`src/rtl/disp_pkg.sv`:
```
// Shared constants for the multiplexed hex display: glyph table,
// blank pattern and decimal-point bit position.
package disp_pkg;

  localparam logic [7:0] SSEG_OFF = 8'hFF;
  localparam int DP_BIT = 7;

  // Active-low {dp,g,f,e,d,c,b,a}; dp bit held off here.
  // Entry 15 is leftmost, entry 0 rightmost.
  localparam logic [15:0][7:0] GLYPH = {
    8'h8E, 8'h86, 8'hA1, 8'hC6,
    8'h83, 8'h88, 8'h90, 8'h80,
    8'hF8, 8'h82, 8'h92, 8'h99,
    8'hB0, 8'hA4, 8'hF9, 8'hC0
  };

endpackage

```
`src/rtl/hex_to_sseg.sv`:
```
// Nibble plus decimal point to active-low 7-segment pattern.
// Ports: nib (4b value), dp (1 = point on), sseg (8b, bit7 = dp).
module hex_to_sseg
  import disp_pkg::*;
(
  input  logic [3:0] nib,
  input  logic       dp,
  output logic [7:0] sseg
);

  always_comb begin
    sseg = GLYPH[nib];
    sseg[DP_BIT] = ~dp;
  end

endmodule

```
`src/rtl/disp_hex_mux_n.sv`:
```
// Time-multiplexed N-digit hex display driver with PWM dimming.
// Ports: clk, reset (sync, high), hex/dp_in/blank per digit,
// bright duty code; an (active-low anodes), sseg (active-low),
// frame_tick (pulse at digit 0 start).
// Macro DISP_LZ_BLANK_EN enables leading-zero blanking.
module disp_hex_mux_n
  import disp_pkg::*;
#(
  parameter int N_DIGITS   = 8,
  parameter int PRESC_BITS = 16,
  parameter int DIM_BITS   = 3
) (
  input  logic                    clk,
  input  logic                    reset,
  input  logic [4*N_DIGITS-1:0]   hex,
  input  logic [N_DIGITS-1:0]     dp_in,
  input  logic [N_DIGITS-1:0]     blank,
  input  logic [DIM_BITS-1:0]     bright,
  output logic [N_DIGITS-1:0]     an,
  output logic [7:0]              sseg,
  output logic                    frame_tick
);

  localparam int IW = $clog2(N_DIGITS);

  logic [PRESC_BITS-1:0] presc;
  logic [IW-1:0]         idx;
  logic [IW-1:0]         idx_nxt;
  logic [3:0]            s_nib;
  logic                  s_dp;
  logic                  s_blk;
  logic                  s_lz;
  // Low until the first snapshot: keeps the post-reset slot dark.
  logic                  live;
  logic                  slot_end;
  logic                  lit;
  logic                  show;
  logic [7:0]            glyph;
  logic [N_DIGITS-1:0]   lz_vec;
  logic [N_DIGITS-1:0]   an_lit;

  assign slot_end = &presc;

  assign idx_nxt = (idx == IW'(N_DIGITS - 1))
                 ? '0 : idx + 1'b1;

`ifdef DISP_LZ_BLANK_EN
  // Zero run from the top digit down; digit 0 always shown.
  always_comb begin
    logic run;
    run    = 1'b1;
    lz_vec = '0;
    for (int k = N_DIGITS - 1; k >= 1; k--) begin
      run = run & (hex[4*k +: 4] == 4'h0) & ~dp_in[k];
      lz_vec[k] = run;
    end
  end
`else
  assign lz_vec = '0;
`endif

  always_ff @(posedge clk) begin
    if (reset) begin
      presc <= '0;
      idx   <= IW'(N_DIGITS - 1);
      s_nib <= '0;
      s_dp  <= 1'b0;
      s_blk <= 1'b0;
      s_lz  <= 1'b0;
      live  <= 1'b0;
    end else begin
      presc <= presc + 1'b1;
      if (slot_end) begin
        idx   <= idx_nxt;
        s_nib <= hex[4*idx_nxt +: 4];
        s_dp  <= dp_in[idx_nxt];
        s_blk <= blank[idx_nxt];
        s_lz  <= lz_vec[idx_nxt];
        live  <= 1'b1;
      end
    end
  end

  hex_to_sseg u_dec (
    .nib  (s_nib),
    .dp   (s_dp),
    .sseg (glyph)
  );

  // All-ones code bypasses the compare so it means fully on.
  assign lit = (&bright)
    || (presc[PRESC_BITS-1 -: DIM_BITS] < bright);

  assign show = live & lit & ~s_blk & ~s_lz;

  always_comb begin
    an_lit      = '1;
    an_lit[idx] = 1'b0;
  end

  always_ff @(posedge clk) begin
    if (reset) begin
      an         <= '1;
      sseg       <= SSEG_OFF;
      frame_tick <= 1'b0;
    end else begin
      an         <= show ? an_lit : '1;
      sseg       <= show ? glyph : SSEG_OFF;
      frame_tick <= live && (idx == '0)
                    && (presc == '0);
    end
  end

endmodule

```
`config.mk`:
```
export PLATFORM = sky130hd
export DESIGN_NAME = disp_hex_mux_n
export DESIGN_NICKNAME = d
export VERILOG_FILES = /design/src/rtl/disp_pkg.sv /design/src/rtl/hex_to_sseg.sv /design/src/rtl/disp_hex_mux_n.sv
export SDC_FILE = /design/constraint.sdc
export NUM_CORES = 1
export LEC_CHECK = 0
export CAP_MARGIN = 20
export CORE_MARGIN = 2
export CORE_UTILIZATION = 30
export DETAILED_ROUTE_END_ITERATION = 12
export SYNTH_ARGS = -nofsm -noshare
export SYNTH_HDL_FRONTEND = slang
export SYNTH_HIERARCHICAL = 1
export SYNTH_SLANG_ARGS = --single-unit
export TNS_END_PERCENT = 50
```
`constraint.sdc`:
```
create_clock -name clk -period 3 [get_ports clk]
set_clock_uncertainty 0.05 [all_clocks]
set_input_delay 0.6 -clock clk [delete_from_list [all_inputs] [get_ports clk]]
set_output_delay 0.6 -clock clk [all_outputs]
set_load 0.1 [all_outputs]
```
==> metrics <==
status completed; I/O pin count 70; core area between 8000 and 9000 sq um; Pleak between 0.001 and 0.0015 uW; Die Height roughly 96 microns; Resize count post-CTS 0; HPWL after detailed placement 4.704 mm; antenna violations before repair 0; first-pass GRT wire length 10.05 mm; unrepaired setup endpoints after global routing false; Synth Warn # 6; asr flop ratio synth 0%; setup bufs post-CTS 0; largest net degree at the start of global routing 27; cell area after synthesis approximately 2500 sq um; part of the Yosys area used for sequential elements around a third; H-tree depth 2; vias in the first global route around 2100; HP Class flip-flop to flip-flop; setup violators final 0; Clock Pin Slew Worst Setup and Hold Paths approximately 90 ps; internal power 901.5 uW; required time worst endpoint about 3200 ps; Clock power frac approximately 39%; syn_area_per_cell between 8 and 9 sq um; commonest register cell after synthesis dfxtp_1; Cells after Synth just under 300; Fmax 389.1 MHz; Worst path most repeated cell a211oi_1; number of buffers added on ports 69; VDD IR max about 0.16 mV; via count approximately 2300; Net Switching approximately 240 uW; Clock Tree Root clkbuf_8; DRC Markers 0; diode count 0; crit-path max cell delay 500 ps; Setup Crit Path Kind flip-flop to flip-flop; hold buffer count at cts 0; Tcrit/Tclk final between 80% and 90%; area of the multi-input gates 1484 sq um; wire per inst between 10 and 15 microns; power share of the combinational group 10.2%; area leader, netlist dfxtp_1; Total GRT Usage a little over an eighth; Nets 420; Power Dens Cells approximately 340 nW/um^2; Setup Total Neg Slack 0 ps; number of CTS-inserted buffers 5; fill count around 800; sw frac a little over a fifth; CP cell instances buf_4, inv_1, ha_1, nand2b_1, a211oi_1, or4_1, a211oi_1; grt ovf 0; Final Hold Fails 0; synth unique cells 41; CP endpoint kind flip-flop; Sink Count between 40 and 50; Slew headroom approximately 60%; minimum clock period roughly 2600 ps; CP Launch Type flip-flop; Initial DRC Count 111; ANT nets after route 0; Yosys top cell area share around a third; Mapped Nets roughly 360; Placer Congestion between 0.7 and 0.8; largest cells by area after synthesis dfxtp_1, o21a_1, a211oi_1, ha_1, o211ai_1; Site Rows 33; clk_lat worst skew 300 ps; Area Overhead vs Synth 33.65%; synthesized flop and latch total 43; Die Footprint 9180 sq um; Starting Density 30.93%; CTS tree yes; Slowest-stage cell, CP or4_1; 1st-pass router iterations 4; final WL roughly 6 mm; actual slew at the worst max-slew pin between 500 and 600 ps; WP data arrival around 2700 ps; Reg area 860.8 sq um; CP Buf/Inv Count 2; critical path fanouts, max 26; cell family with most CP delay simple AND/OR/NAND/NOR gates; layout cells sized above 1 between 10 and 15%; Max Slew Vio Count 0; Max-cap violations 0; Pwr Total roughly 1100 uW; Die X roughly 96 microns; clock buffer depth 2; vias per cell roughly 5.0; EDFF count, synth 0; Sequential Power Share 50.7%
[placed cells by master (no fill, tap or decap), types with 2 or more instances in the layout]
cell type	instances
or3_1	6
nand3_1	7
clkdlybuf4s50_1	52
xnor2_1	3
nor4_1	3
nor2_1	16
inv_1	23
and2_1	2
clkbuf_8	5
nand2_1	7
o21a_1	25
o2111ai_1	6
nor3_1	4
buf_4	24
dfxtp_1	43
o21ai_0	9
or4_1	8
a21oi_1	13
a211oi_1	24
mux2i_1	5
o211ai_1	14
o31ai_1	2
and3_1	2
xor2_1	5
nor2b_1	2
ha_1	14
nand4_1	6
nand2b_1	4
a2111oi_0	6
[final cells by class]
type	instances	share of cell area, %
clock buffer	5	2.036
clock inverter	3	1.296
inverter	24	2.666
multi-input combinational	203	43.91
sequential	43	25.47
tap	105	3.887
timing repair buffer	76	20.73
[metal layers]
layer  vias up  routed length [microns]  track usage (%)
met5         -                        0                0
met4         0                       77            3.571
met3         6                      370            2.349
met2        71                     2416            19.99
met1      1008                     3114            20.11
li1       1210                        -                -
[Yosys cell counts (2+ instances only)]
| master | n |
|---|---|
| nand3_1 | 7 |
| nand2b_1 | 4 |
| a211oi_1 | 24 |
| nor2b_1 | 2 |
| clkbuf_1 | 8 |
| a2111oi_0 | 6 |
| nand2_1 | 7 |
| o2111ai_1 | 6 |
| and2_1 | 2 |
| xnor2_1 | 3 |
| inv_1 | 23 |
| xor2_1 | 5 |
| o21ai_0 | 9 |
| and3_1 | 2 |
| mux2i_1 | 5 |
| nor3_1 | 4 |
| dfxtp_1 | 43 |
| buf_4 | 4 |
| nor4_1 | 3 |
| nor2_1 | 16 |
| nand4_1 | 6 |
| buf_2 | 6 |
| ha_1 | 14 |
| o21a_1 | 25 |
| a21oi_1 | 13 |
| or4_1 | 8 |
| o31ai_1 | 2 |
| or3_1 | 6 |
| o211ai_1 | 14 |
[flip-flops by register name, indices dropped and copies added, names as in the netlist]
| signal | cells |
|---|---|
| live | 1 |
| s_nib | 4 |
| s_blk | 1 |
| an | 8 |
| idx | 3 |
| presc | 16 |
| frame_tick | 1 |
| s_dp | 1 |
| sseg | 8 |
[kinds of logic (layout without fill, tap and decap cells)]
logic type | after synthesis | after routing | synth area share (%)
AOI/OAI and AO/OA | 101 | 101 | 28.50
and+or+nand+nor | 74 | 74 | 17.47
DFF | 43 | 43 | 34.04
buffers and inverters | 43 | 108 | 7.273
adders and majority gates | 14 | 14 | 6.927
xor gates and xnor gates | 8 | 8 | 2.771
muxes | 6 | 6 | 3.019
[metrics by stage]
step           util, %  instance area, sq um  hold WS, ps  setup WS [ps]  instances
2_1_floorplan        -                  2529        375.5          666.1        289
3_3_place_gp     39.96                  3267        392.5          565.6        451
3_5_place_dp     39.96                  3267        397.1          475.0        451
4_1_cts          41.34                  3379        417.2          431.2        459
5_1_grt          41.34                  3379        444.9          285.5        459
6_report         41.34                  3379        420.7          430.2        459
[power groups by stage]
| stage | Sequential [uW] | Combinational [uW] | Clock (uW) |
|---|---|---|---|
| 5_1_grt | 578 | 126 | 485 |
| 2_1_floorplan | 590 | 37.3 | 0 |
| 3_3_place_gp | 591 | 118 | 0 |
| 6_report | 578 | 116 | 446 |
| 3_5_place_dp | 591 | 116 | 0 |
| 4_1_cts | 577 | 117 | 456 |
[path summary, 6_finish.rpt]
kind | slack [ps] | end | cells past startpoint | from
worst max-delay path | 430 | s_nib[3]$_SDFFE_PP0P_ | 7 | idx[0]$_SDFFE_PP1P_
worst min register to register | 420 | presc[0]$_SDFF_PP0_ | 1 | presc[0]$_SDFF_PP0_
worst min-delay path | 420 | presc[0]$_SDFF_PP0_ | 1 | presc[0]$_SDFF_PP0_
worst max register to register | 430 | s_nib[3]$_SDFFE_PP0P_ | 7 | idx[0]$_SDFFE_PP1P_
(Power assumes the default switching activity.)
